**src/rtl/riscv_ctrl_pkg.sv**
```systemverilog
// Shared RV32I control constants: ALU codes, opcodes, operand selects,
// immediate types, decode-stage occupancy states and the decoded word.
package riscv_ctrl_pkg;

   localparam logic [3:0] ALU_ADD  = 4'd0;
   localparam logic [3:0] ALU_SLL  = 4'd1;
   localparam logic [3:0] ALU_SLT  = 4'd2;
   localparam logic [3:0] ALU_SLTU = 4'd3;
   localparam logic [3:0] ALU_XOR  = 4'd4;
   localparam logic [3:0] ALU_SRL  = 4'd5;
   localparam logic [3:0] ALU_OR   = 4'd6;
   localparam logic [3:0] ALU_AND  = 4'd7;
   localparam logic [3:0] ALU_SUB  = 4'd12;
   localparam logic [3:0] ALU_SRA  = 4'd13;
   localparam logic [3:0] ALU_BSEL = 4'd15;

   localparam logic [6:0] OPC_OP     = 7'b0110011;
   localparam logic [6:0] OPC_OP_IMM = 7'b0010011;
   localparam logic [6:0] OPC_LUI    = 7'b0110111;
   localparam logic [6:0] OPC_AUIPC  = 7'b0010111;
   localparam logic [6:0] OPC_JAL    = 7'b1101111;
   localparam logic [6:0] OPC_JALR   = 7'b1100111;
   localparam logic [6:0] OPC_LOAD   = 7'b0000011;
   localparam logic [6:0] OPC_STORE  = 7'b0100011;
   localparam logic [6:0] OPC_BRANCH = 7'b1100011;

   localparam logic A_SEL_RS1 = 1'b0;
   localparam logic A_SEL_PC  = 1'b1;
   localparam logic B_SEL_RS2 = 1'b0;
   localparam logic B_SEL_IMM = 1'b1;

   typedef enum logic [2:0] {
      IMM_NONE = 3'd0,
      IMM_I    = 3'd1,
      IMM_S    = 3'd2,
      IMM_B    = 3'd3,
      IMM_U    = 3'd4,
      IMM_J    = 3'd5
   } imm_type_e;

   typedef enum logic [1:0] {
      ST_EMPTY = 2'd0,
      ST_ONE   = 2'd1,
      ST_TWO   = 2'd2
   } occ_e;

   typedef struct packed {
      logic [31:0] inst;
      logic [3:0]  alu_sel;
      logic        a_sel;
      logic        b_sel;
      logic        illegal;
   } ctrl_t;

endpackage

```
**src/rtl/imm_gen.sv**
```systemverilog
// Combinational RV32I immediate generator, sign-extended to XLEN.
// Ports: inst (instruction word), imm_type (I/S/B/U/J or none), imm (result).
module imm_gen
   import riscv_ctrl_pkg::*;
#(
   parameter int XLEN = 32
) (
   input  logic [31:0]     inst,
   input  logic [2:0]      imm_type,
   output logic [XLEN-1:0] imm
);

   logic signed [31:0] imm32;

   always_comb begin
      imm32 = '0;
      case (imm_type)
         IMM_I: imm32 = {{20{inst[31]}}, inst[31:20]};
         IMM_S: imm32 = {{20{inst[31]}}, inst[31:25], inst[11:7]};
         IMM_B: imm32 = {{19{inst[31]}}, inst[31], inst[7],
                         inst[30:25], inst[11:8], 1'b0};
         IMM_U: imm32 = {inst[31:12], 12'b0};
         IMM_J: imm32 = {{11{inst[31]}}, inst[31], inst[19:12],
                         inst[20], inst[30:21], 1'b0};
         default: imm32 = '0;
      endcase
   end

   // Signed source makes the width cast sign-extend for XLEN > 32.
   assign imm = XLEN'(imm32);

endmodule

```
**src/rtl/alu_op_decode.sv**
```systemverilog
// RV32I decode stage: builds the ALU control word and immediate, then
// holds it in an output register plus a skid entry so in_ready is a flop.
// Ports: clk, rst_n (sync, low); in_valid/in_ready/in_inst/in_pc upstream;
// flush; out_valid/out_ready, alu_sel, a_sel, b_sel, imm, illegal,
// out_inst, out_pc toward execute.
module alu_op_decode
   import riscv_ctrl_pkg::*;
#(
   parameter int XLEN = 32
) (
   input  logic            clk,
   input  logic            rst_n,
   input  logic            in_valid,
   output logic            in_ready,
   input  logic [31:0]     in_inst,
   input  logic [XLEN-1:0] in_pc,
   input  logic            flush,
   output logic            out_valid,
   input  logic            out_ready,
   output logic [3:0]      alu_sel,
   output logic            a_sel,
   output logic            b_sel,
   output logic [XLEN-1:0] imm,
   output logic            illegal,
   output logic [31:0]     out_inst,
   output logic [XLEN-1:0] out_pc
);

   // ---------------- decode ----------------
   logic [6:0] opc;
   logic [2:0] f3;
   logic [6:0] f7;

   assign opc = in_inst[6:0];
   assign f3  = in_inst[14:12];
   assign f7  = in_inst[31:25];

   logic is_op, is_opimm, is_lui, is_auipc;
   logic is_jal, is_jalr, is_load, is_store, is_branch;

   assign is_op     = (opc == OPC_OP);
   assign is_opimm  = (opc == OPC_OP_IMM);
   assign is_lui    = (opc == OPC_LUI);
   assign is_auipc  = (opc == OPC_AUIPC);
   assign is_jal    = (opc == OPC_JAL);
   assign is_jalr   = (opc == OPC_JALR);
   assign is_load   = (opc == OPC_LOAD);
   assign is_store  = (opc == OPC_STORE);
   assign is_branch = (opc == OPC_BRANCH);

   logic [3:0]      dec_alu;
   logic            dec_a;
   logic            dec_b;
   logic            dec_ill;
   imm_type_e       dec_imm_type;
   logic [XLEN-1:0] dec_imm;
   ctrl_t           dec_ctrl;

   always_comb begin
      dec_alu      = ALU_ADD;
      dec_a        = A_SEL_RS1;
      dec_b        = B_SEL_RS2;
      dec_ill      = 1'b0;
      dec_imm_type = IMM_NONE;
      unique case (1'b1)
         is_op: begin
            if (f7 == 7'b0000000) begin
               dec_alu = {1'b0, f3};
            end else if (f7 == 7'b0100000 && f3 == 3'b000) begin
               dec_alu = ALU_SUB;
            end else if (f7 == 7'b0100000 && f3 == 3'b101) begin
               dec_alu = ALU_SRA;
            end else begin
               dec_ill = 1'b1;
            end
         end
         is_opimm: begin
            dec_alu      = {1'b0, f3};
            dec_b        = B_SEL_IMM;
            dec_imm_type = IMM_I;
            if (f3 == 3'b001 && f7 != 7'b0) begin
               dec_ill = 1'b1;
            end
            // inst[30] picks SRAI; every other shamt-upper bit must be 0.
            if (f3 == 3'b101) begin
               if (in_inst[31] || (|in_inst[29:25])) begin
                  dec_ill = 1'b1;
               end else if (in_inst[30]) begin
                  dec_alu = ALU_SRA;
               end
            end
         end
         is_lui: begin
            dec_alu      = ALU_BSEL;
            dec_b        = B_SEL_IMM;
            dec_imm_type = IMM_U;
         end
         is_auipc: begin
            dec_a        = A_SEL_PC;
            dec_b        = B_SEL_IMM;
            dec_imm_type = IMM_U;
         end
         is_jal: begin
            dec_a        = A_SEL_PC;
            dec_b        = B_SEL_IMM;
            dec_imm_type = IMM_J;
         end
         is_jalr, is_load: begin
            dec_b        = B_SEL_IMM;
            dec_imm_type = IMM_I;
         end
         is_store: begin
            dec_b        = B_SEL_IMM;
            dec_imm_type = IMM_S;
         end
         is_branch: begin
            dec_a        = A_SEL_PC;
            dec_b        = B_SEL_IMM;
            dec_imm_type = IMM_B;
         end
         default: begin
            dec_ill = 1'b1;
         end
      endcase
      // Illegal encodings carry a neutral control word.
      if (dec_ill) begin
         dec_alu      = ALU_ADD;
         dec_a        = A_SEL_RS1;
         dec_b        = B_SEL_RS2;
         dec_imm_type = IMM_NONE;
      end
   end

   imm_gen #(.XLEN(XLEN)) u_imm_gen (
      .inst     (in_inst),
      .imm_type (dec_imm_type),
      .imm      (dec_imm)
   );

   always_comb begin
      dec_ctrl         = '0;
      dec_ctrl.inst    = in_inst;
      dec_ctrl.alu_sel = dec_alu;
      dec_ctrl.a_sel   = dec_a;
      dec_ctrl.b_sel   = dec_b;
      dec_ctrl.illegal = dec_ill;
   end

   // ---------------- occupancy FSM ----------------
   occ_e state_q, state_d;
   logic in_ready_q, in_ready_d;
   logic accept, consume;

   assign accept  = in_valid & in_ready_q;
   assign consume = out_valid & out_ready;

   always_ff @(posedge clk) begin
      if (!rst_n) begin
         state_q    <= ST_EMPTY;
         in_ready_q <= 1'b0;
      end else begin
         state_q    <= state_d;
         in_ready_q <= in_ready_d;
      end
   end

   always_comb begin
      state_d = state_q;
      if (flush) begin
         state_d = ST_EMPTY;
      end else begin
         unique case (state_q)
            ST_EMPTY: if (accept) state_d = ST_ONE;
            ST_ONE: begin
               if (accept && !consume) state_d = ST_TWO;
               else if (!accept && consume) state_d = ST_EMPTY;
            end
            ST_TWO: if (consume) state_d = ST_ONE;
            default: state_d = ST_EMPTY;
         endcase
      end
      in_ready_d = (state_d != ST_TWO);
   end

   always_comb begin
      out_valid = (state_q != ST_EMPTY);
      in_ready  = in_ready_q;
   end

   // ---------------- data registers ----------------
   ctrl_t           out_ctrl_q, out_ctrl_d;
   logic [XLEN-1:0] out_imm_q, out_imm_d;
   logic [XLEN-1:0] out_pc_q, out_pc_d;
   ctrl_t           skid_ctrl_q, skid_ctrl_d;
   logic [XLEN-1:0] skid_imm_q, skid_imm_d;
   logic [XLEN-1:0] skid_pc_q, skid_pc_d;

   always_comb begin
      out_ctrl_d  = out_ctrl_q;
      out_imm_d   = out_imm_q;
      out_pc_d    = out_pc_q;
      skid_ctrl_d = skid_ctrl_q;
      skid_imm_d  = skid_imm_q;
      skid_pc_d   = skid_pc_q;
      if (!flush) begin
         unique case (state_q)
            ST_EMPTY: begin
               if (accept) begin
                  out_ctrl_d = dec_ctrl;
                  out_imm_d  = dec_imm;
                  out_pc_d   = in_pc;
               end
            end
            ST_ONE: begin
               // With a consume the output slot frees up this edge.
               if (accept && consume) begin
                  out_ctrl_d = dec_ctrl;
                  out_imm_d  = dec_imm;
                  out_pc_d   = in_pc;
               end else if (accept) begin
                  skid_ctrl_d = dec_ctrl;
                  skid_imm_d  = dec_imm;
                  skid_pc_d   = in_pc;
               end
            end
            ST_TWO: begin
               if (consume) begin
                  out_ctrl_d = skid_ctrl_q;
                  out_imm_d  = skid_imm_q;
                  out_pc_d   = skid_pc_q;
               end
            end
            default: begin
            end
         endcase
      end
   end

   always_ff @(posedge clk) begin
      if (!rst_n) begin
         out_ctrl_q  <= '0;
         out_imm_q   <= '0;
         out_pc_q    <= '0;
         skid_ctrl_q <= '0;
         skid_imm_q  <= '0;
         skid_pc_q   <= '0;
      end else begin
         out_ctrl_q  <= out_ctrl_d;
         out_imm_q   <= out_imm_d;
         out_pc_q    <= out_pc_d;
         skid_ctrl_q <= skid_ctrl_d;
         skid_imm_q  <= skid_imm_d;
         skid_pc_q   <= skid_pc_d;
      end
   end

   assign alu_sel  = out_ctrl_q.alu_sel;
   assign a_sel    = out_ctrl_q.a_sel;
   assign b_sel    = out_ctrl_q.b_sel;
   assign illegal  = out_ctrl_q.illegal;
   assign out_inst = out_ctrl_q.inst;
   assign imm      = out_imm_q;
   assign out_pc   = out_pc_q;

endmodule

```
**config.mk**
```make
export PLATFORM = sky130hd
export DESIGN_NAME = alu_op_decode
export DESIGN_NICKNAME = d
export VERILOG_FILES = /design/src/rtl/riscv_ctrl_pkg.sv /design/src/rtl/imm_gen.sv /design/src/rtl/alu_op_decode.sv
export SDC_FILE = /design/constraint.sdc
export NUM_CORES = 1
export LEC_CHECK = 0
export BUFFER_PORTS_ARGS = -buffer_cell sky130_fd_sc_hd__buf_2
export CAP_MARGIN = 40
export CORE_MARGIN = 8
export CORE_UTILIZATION = 31
export DETAILED_ROUTE_END_ITERATION = 8
export PLACE_DENSITY = 0.61
export SLEW_MARGIN = 25
export SYNTH_ARGS = -nofsm -noshare
export SYNTH_HDL_FRONTEND = slang
export SYNTH_SLANG_ARGS = --single-unit
```
**constraint.sdc**
```tcl
create_clock -name clk -period 2.69 [get_ports clk]
set_input_delay 0.538 -clock clk [delete_from_list [all_inputs] [get_ports clk]]
set_output_delay 0.538 -clock clk [all_outputs]
set_load 0.01 [all_outputs]
```
==> key figures, run 1 <==
Worst hold path
  • Worst min path class: in -> reg

Clocking
  • Reg clk slew, reported paths: 0.06 ns
  • Num CTS Buffers: 25
  • Maximum root-to-sink buffer count: 3
  • Clock root cell: clkbuf_16
  • TritonCTS clock tree: yes
  • Latest clock arrival within the worst-skew pair: 0.53 ns
  • # Post-CTS Setup Buffers: 0
  • CTS Sinks: 209
  • H-tree Lvls: 1
  • Post-CTS Resized: 0
  • Cts hold-fix bufs: 0

STA
  • Slew margin rel.: 55.58%
  • Unrepaired setup endpoints after global routing: no
  • Fmax: 483.3 MHz
  • Slew Viols, Final: 0
  • Endpoints failing hold: 0
  • Final period utilization: 76.93%
  • Fin crit period: 2.069 ns
  • Clk_skew: 0.01933 ns
  • Actual slew at the worst max-slew pin: 0.6663 ns
  • TNS Setup: 0 ns
  • Final setup violation count: 0

Setup path
  • Cell breakdown of the critical path: buf_2 -> and4bb_2 -> nand3_1 -> o21ai_2 -> a21o_1 -> o211ai_1
  • Startpoint Class: input pin
  • Worst Setup End Kind: register
  • Worst EP required: 3.06 ns
  • CP max-delay cell: o21ai_2
  • CP Class: in -> reg
  • Worst EP arrival: 2.44 ns
  • Critical path's largest stage delay: 0.53 ns
  • CP max FO: 11

Global route
  • Number of global-route vias before repair: 8244
  • Largest net degree at the start of global routing: 118
  • Gr usage total: 16.35%
  • Initial antenna violation count: 2
  • First-pass GRT wire length: 45570 um
  • Total congestion overflow: 0

Synth
  • Dominant cell by count in the synthesized netlist: nand2_1
  • Post-synth EDFFs: 0
  • Seq cells post-synth: 209
  • Top cells by area, synth: dfxtp_1 (47%), nand2_1 (13%), a21oi_1 (8.3%)
  • Area leader, netlist: dfxtp_1
  • Syn nets: 1221
  • Post-synth top area share: 46.93%
  • Sequential-to-total area share from yosys stat: 46.93%
  • Synth Flop Type: dfxtp_1
  • Mapped Avg Cell Area: 7.739 sq um
  • Mapped cell area: 8915 sq um
  • Async SR Flop Fraction: 0%
  • Synth cell count leaders: nand2_1 (302), dfxtp_1 (209), a21oi_1 (147), nor2_1 (106), a311oi_1 (66)
  • Syn Inst Count: 1152
  • Syn. warnings: 0
  • Unique masters post-synth: 59

Floorplanning
  • Site Rows: 62
  • Die H: 185.6 um
  • Die ar.: 34440 sq um
  • I/O pin count: 174
  • Die Width: 185.6 um
  • Initial core utilization: 31.23%
  • Core area: 28550 sq um

Finish
  • Area growth, synth to finish: 24.84%
  • Share of post-route cells with drive strength above 1: 20.84%
  • Post-Layout Cell Count: 1691
  • Nets@finish: 1355
  • Fillers: 3016

Routing
  • Drc violations: 0
  • Remaining antenna violation count after routing: 0
  • Detailed Route Iter0 Violations: 789
  • First drt pass iteration count: 5
  • Total Wirelength: 29230 um
  • WL/cell: 17.29 um
  • Via count: 8708
  • Vias per Instance: 5.150

Placement
  • Cells after DPL: 1642
  • Dpl hpwl: 19240 um
  • Placer Congestion: 0.8864
  • Buffers added on ports: 173

Job
  • Max-Cap Viols: 0

Run status
  • Status: finished, final reports clean

Power
  • Peak VDD IR: 326.4 uV
  • Total Power: 7.483 mW
  • Leak: 4.423 nW
  • Pwr dens: 672.3 nW/um^2
cell type report:
class / count / area (sq um) / area share (%)
diodes: 2 / 5.005 / 0.04497
clock buffers: 33 / 685.7 / 6.161
clock inverters: 13 / 231.5 / 2.080
multi-input cells: 830 / 4298 / 38.62
well taps: 384 / 480.5 / 4.317
repair buffers: 209 / 1199 / 10.77
inverters: 11 / 46.29 / 0.4160
flip-flops and latches: 209 / 4184 / 37.59
stage by stage:
| stage | setup WS [ns] | area (sq um) | hold slack, ns | util, % |
|---|---|---|---|---|
| after global placement | 0.1678 | 10200 | 0.4416 | 35.73 |
| after global routing | 0.4699 | 11130 | 0.2540 | 38.98 |
| after floorplan | 0.5665 | 8915 | 0.4323 | - |
| after CTS | 0.6256 | 11120 | 0.2320 | 38.94 |
| after detailed placement | 0.08153 | 10200 | 0.4467 | 35.73 |
| final | 0.6207 | 11130 | 0.2563 | 38.99 |
metal layers:
metal	GRT usage (%)	part of all wire, %
met2	26.46	46
met5	0	0
met3	3.240	6.7
met4	4.509	2.1
met1	21.87	45
kinds of logic after synthesis:
logic type      share of synthesized area [%]
compound gates                          24.53
xor+xnor                              0.09826
buf+inv                                 5.249
flops                                   46.93
mux                                    0.1123
simple gates                            23.07
flip-flops by register name, summed over array words and instances, names as in the netlist:
name         cells
skid_ctrl_q     39
imm             32
out_inst        32
out_pc          32
skid_imm_q      32
skid_pc_q       32
alu_sel          4
state_q          2
a_sel            1
b_sel            1
illegal          1
in_ready         1
report_power, final:
part	leakage, nW	internal (mW)	total (mW)	switching [mW]
clock	0.442	2.38	3.75	1.38
sequential	1.69	3.16	3.20	0.0348
combinational	2.29	0.188	0.531	0.343
total	4.42	5.73	7.48	1.75
final timing paths:
| kind | start | to | slack (ns) | cells after the start |
|---|---|---|---|---|
| min | in_pc[23] | skid_pc_q[23]$_SDFFE_PN0P_ | 0.26 | 3 |
| max | in_inst[3] | imm[20]$_SDFFE_PN0P_ | 0.62 | 6 |
| min reg2reg | alu_sel[1]$_SDFFE_PN0P_ | alu_sel[1]$_SDFFE_PN0P_ | 0.45 | 2 |
| max reg2reg | state_q[0]$_SDFF_PN0_ | imm[20]$_SDFFE_PN0P_ | 0.62 | 6 |
critical path: cells and delay by family:
kind,cells,cell delay [ns]
buf+inv,1,0.15
simple gates,2,0.62
compound gates,3,1.12
cell usage in the layout (no fill, tap or decap), types with 2 or more instances in the layout:
cell type	count
nand2_1	301
dfxtp_1	209
buf_2	173
a21oi_1	147
nor2_1	106
a311oi_1	66
o21ai_0	42
buf_4	30
clkbuf_16	25
and3_1	19
o211ai_1	16
nand3_1	15
nor3_1	11
o21ai_1	10
inv_1	9
a21o_1	8
o221ai_1	8
and2_1	7
nand4_1	6
a31oi_1	6
a32o_1	6
bufinv_16	6
a22o_1	5
or2_2	5
clkbuf_1	5
buf_12	5
o31ai_1	4
inv_6	3
nand2b_1	3
clkbuf_8	3
diode_2	2
nor4_4	2
o21a_1	2
a211oi_1	2
a21oi_2	2
o41ai_1	2
clkinv_2	2
clkinvlp_4	2
(Power assumes the default switching activity.)
==> inputs of run 2 (changes only) <==
clock period = 2.05 ns   (was 2.69 ns; I/O delays follow)
==> key figures, run 2 (same netlist as run 1, synthesis figures left out) <==
STA
  • TNS Setup: 0 ns (unchanged)
  • Endpoints failing hold: 0 (unchanged)
  • Slew Viols, Final: 0 (unchanged)
  • Fmax: 530.3 MHz
  • Actual slew at the worst max-slew pin: 0.5218 ns (-0.1444 ns)
  • Fin crit period: 1.886 ns
  • Hold_ws: 0.1411 ns (-0.1152 ns)
  • Final period utilization: 91.99%
  • Unrepaired setup endpoints after global routing: no
  • Slew margin rel.: 65.21% (+9.6 points)
  • Clk_skew: 0.008850 ns (-0.01048 ns)
  • Final setup violation count: 0 (unchanged)

Routing
  • Remaining antenna violation count after routing: 0 (unchanged)
  • Total Wirelength: 29650 um (+1.4%)
  • First drt pass iteration count: 5 (unchanged)
  • Drc violations: 0 (unchanged)
  • Detailed Route Iter0 Violations: 649 (-18%)
  • WL/cell: 17.18 um (-0.63%)
  • Via count: 8823 (+1.3%)
  • Vias per Instance: 5.112 (-0.73%)

Clocking
  • Reg clk slew, reported paths: 0.06 ns (about the same)
  • Clock root cell: clkbuf_16
  • TritonCTS clock tree: yes
  • Cts hold-fix bufs: 0 (unchanged)
  • CTS Sinks: 209 (unchanged)
  • # Post-CTS Setup Buffers: 0 (unchanged)
  • Maximum root-to-sink buffer count: 3 (unchanged)
  • H-tree Lvls: 1 (unchanged)
  • Latest clock arrival within the worst-skew pair: 0.51 ns (-0.02 ns)
  • Post-CTS Resized: 0 (unchanged)
  • Num CTS Buffers: 24 (-4.0%)

Finish
  • Area growth, synth to finish: 28.13%
  • Nets@finish: 1396 (+3.0%)
  • Most common cell after layout, fill and taps aside: nand2_1
  • Antenna diodes: 0 (-2)
  • Share of post-route cells with drive strength above 1: 22.95% (+2.1 points)
  • Fillers: 3009 (-0.23%)
  • Register name with the most flops: skid_ctrl_q
  • Largest register FFs: 39 (unchanged)
  • Reg area: 4184 sq um (unchanged)
  • Fin area: 11420 sq um (+2.6%)
  • Most frequent cells in the layout: nand2_1 (301), dfxtp_1 (209), buf_2 (173)
  • Multi-input logic area: 4303 sq um (+0.12%)

Setup path
  • CP max FO: 5 (-6)
  • Worst EP required: 1.64 ns (-1.42 ns)
  • Worst Setup End Kind: output pin
  • Startpoint Class: register
  • Worst EP arrival: 1.48 ns (-0.96 ns)
  • Number of cells on the worst reg-to-reg path: 6 (unchanged)
  • CP Class: reg -> out

Floorplanning
  • Die Width: 185.6 um (unchanged)
  • Die H: 185.6 um (unchanged)
  • Core area: 28550 sq um (unchanged)
  • Site Rows: 62 (unchanged)
  • I/O pin count: 174 (unchanged)
  • Die ar.: 34440 sq um (unchanged)
  • Initial core utilization: 31.23% (unchanged)

Placement
  • Dpl hpwl: 20020 um (+4.0%)
  • Buffers added on ports: 173 (unchanged)
  • Area after DPL: 10640 sq um (+4.3%)
  • Placer Congestion: 0.8632 (-2.6%)

Power
  • Total Power: 9.238 mW (+23%)
  • Pwr dens: 808.8 nW/um^2 (+20%)
  • Leak: 4.623 nW (+4.5%)
  • Peak VDD IR: 595.6 uV (+82%)

Global route
  • Number of global-route vias before repair: 8404 (+1.9%)
  • Gr usage total: 16.61% (+0.26 points)
  • First-pass GRT wire length: 46260 um (+1.5%)
  • Total congestion overflow: 0 (unchanged)
  • Largest net degree at the start of global routing: 51 (-57%)
  • Initial antenna violation count: 1 (-1)

Worst hold path
  • Worst min path class: in -> reg
  • Hold depth: 3 (unchanged)

Run status
  • Status: finished, final reports clean

Job
  • Max-Cap Viols: 0 (unchanged)
## run 2: cell count changes in the layout (fill, tap and decap cells not counted), moves of 2 or more
cell	previous run	this run
buf_12	5	14
buf_4	30	64
bufinv_16	6	2
clkbuf_1	5	7
clkinvlp_4	2	0
diode_2	2	0
inv_6	3	1
## run 2: path summary, 6_finish.rpt
| path | startpoint | endpoint | slack, ns |
|---|---|---|---|
| worst max-delay path | state_q[1]$_SDFF_PN0_ | out_valid | 0.16 |
| worst min-delay path | in_pc[0] | skid_pc_q[0]$_SDFFE_PN0P_ | 0.14 |
| worst max register to register | in_ready$_SDFF_PN0_ | out_pc[23]$_SDFFE_PN0P_ | 0.31 |
| worst min register to register | alu_sel[1]$_SDFFE_PN0P_ | alu_sel[1]$_SDFFE_PN0P_ | 0.45 |
## run 2: power breakdown
| part | internal (mW) | leakage (nW) | switching, mW |
|---|---|---|---|
| registers | 4.15 | 1.69 | 0.0441 |
| logic | 0.286 | 2.54 | 0.465 |
| clock network | 2.61 | 0.385 | 1.68 |
## run 2: metrics by stage
| step | util (%) | worst slack [ns] | cells |
|---|---|---|---|
| 5_1_grt | 40.01 | 0.1033 | 1726 |
| 4_1_cts | 39.99 | 0.1561 | 1726 |
| 6_report | 40.01 | 0.1643 | 1726 |
| 2_1_floorplan | - | 0.05454 | 1152 |
| 3_5_place_dp | 37.25 | -0.2022 | 1685 |
| 3_3_place_gp | 37.25 | -0.1649 | 1685 |
## run 2: cell type report
cell class              count  share of cell area [%]
clock buffers              36                   6.189
clock inverters             5                  0.6572
inverters                  11                  0.4053
multi-input cells         830                   37.67
flip-flops and latches    209                   36.63
well taps                 384                   4.206
repair buffers            251                   14.24
## run 2: critical path: stages, from the launching register on
cell and delay, ns:
dfxtp_1 0.35, buf_4 0.17, or2_2 0.30, buf_2 0.14
## run 2: routing by layer
metal	share of wire [%]	up-vias	GRT usage, %
met5	0.044	-	0
met4	2.0	2	4.287
met3	7.5	40	4.353
met2	47	252	27.39
met1	44	4159	21.28
li1	-	4370	-
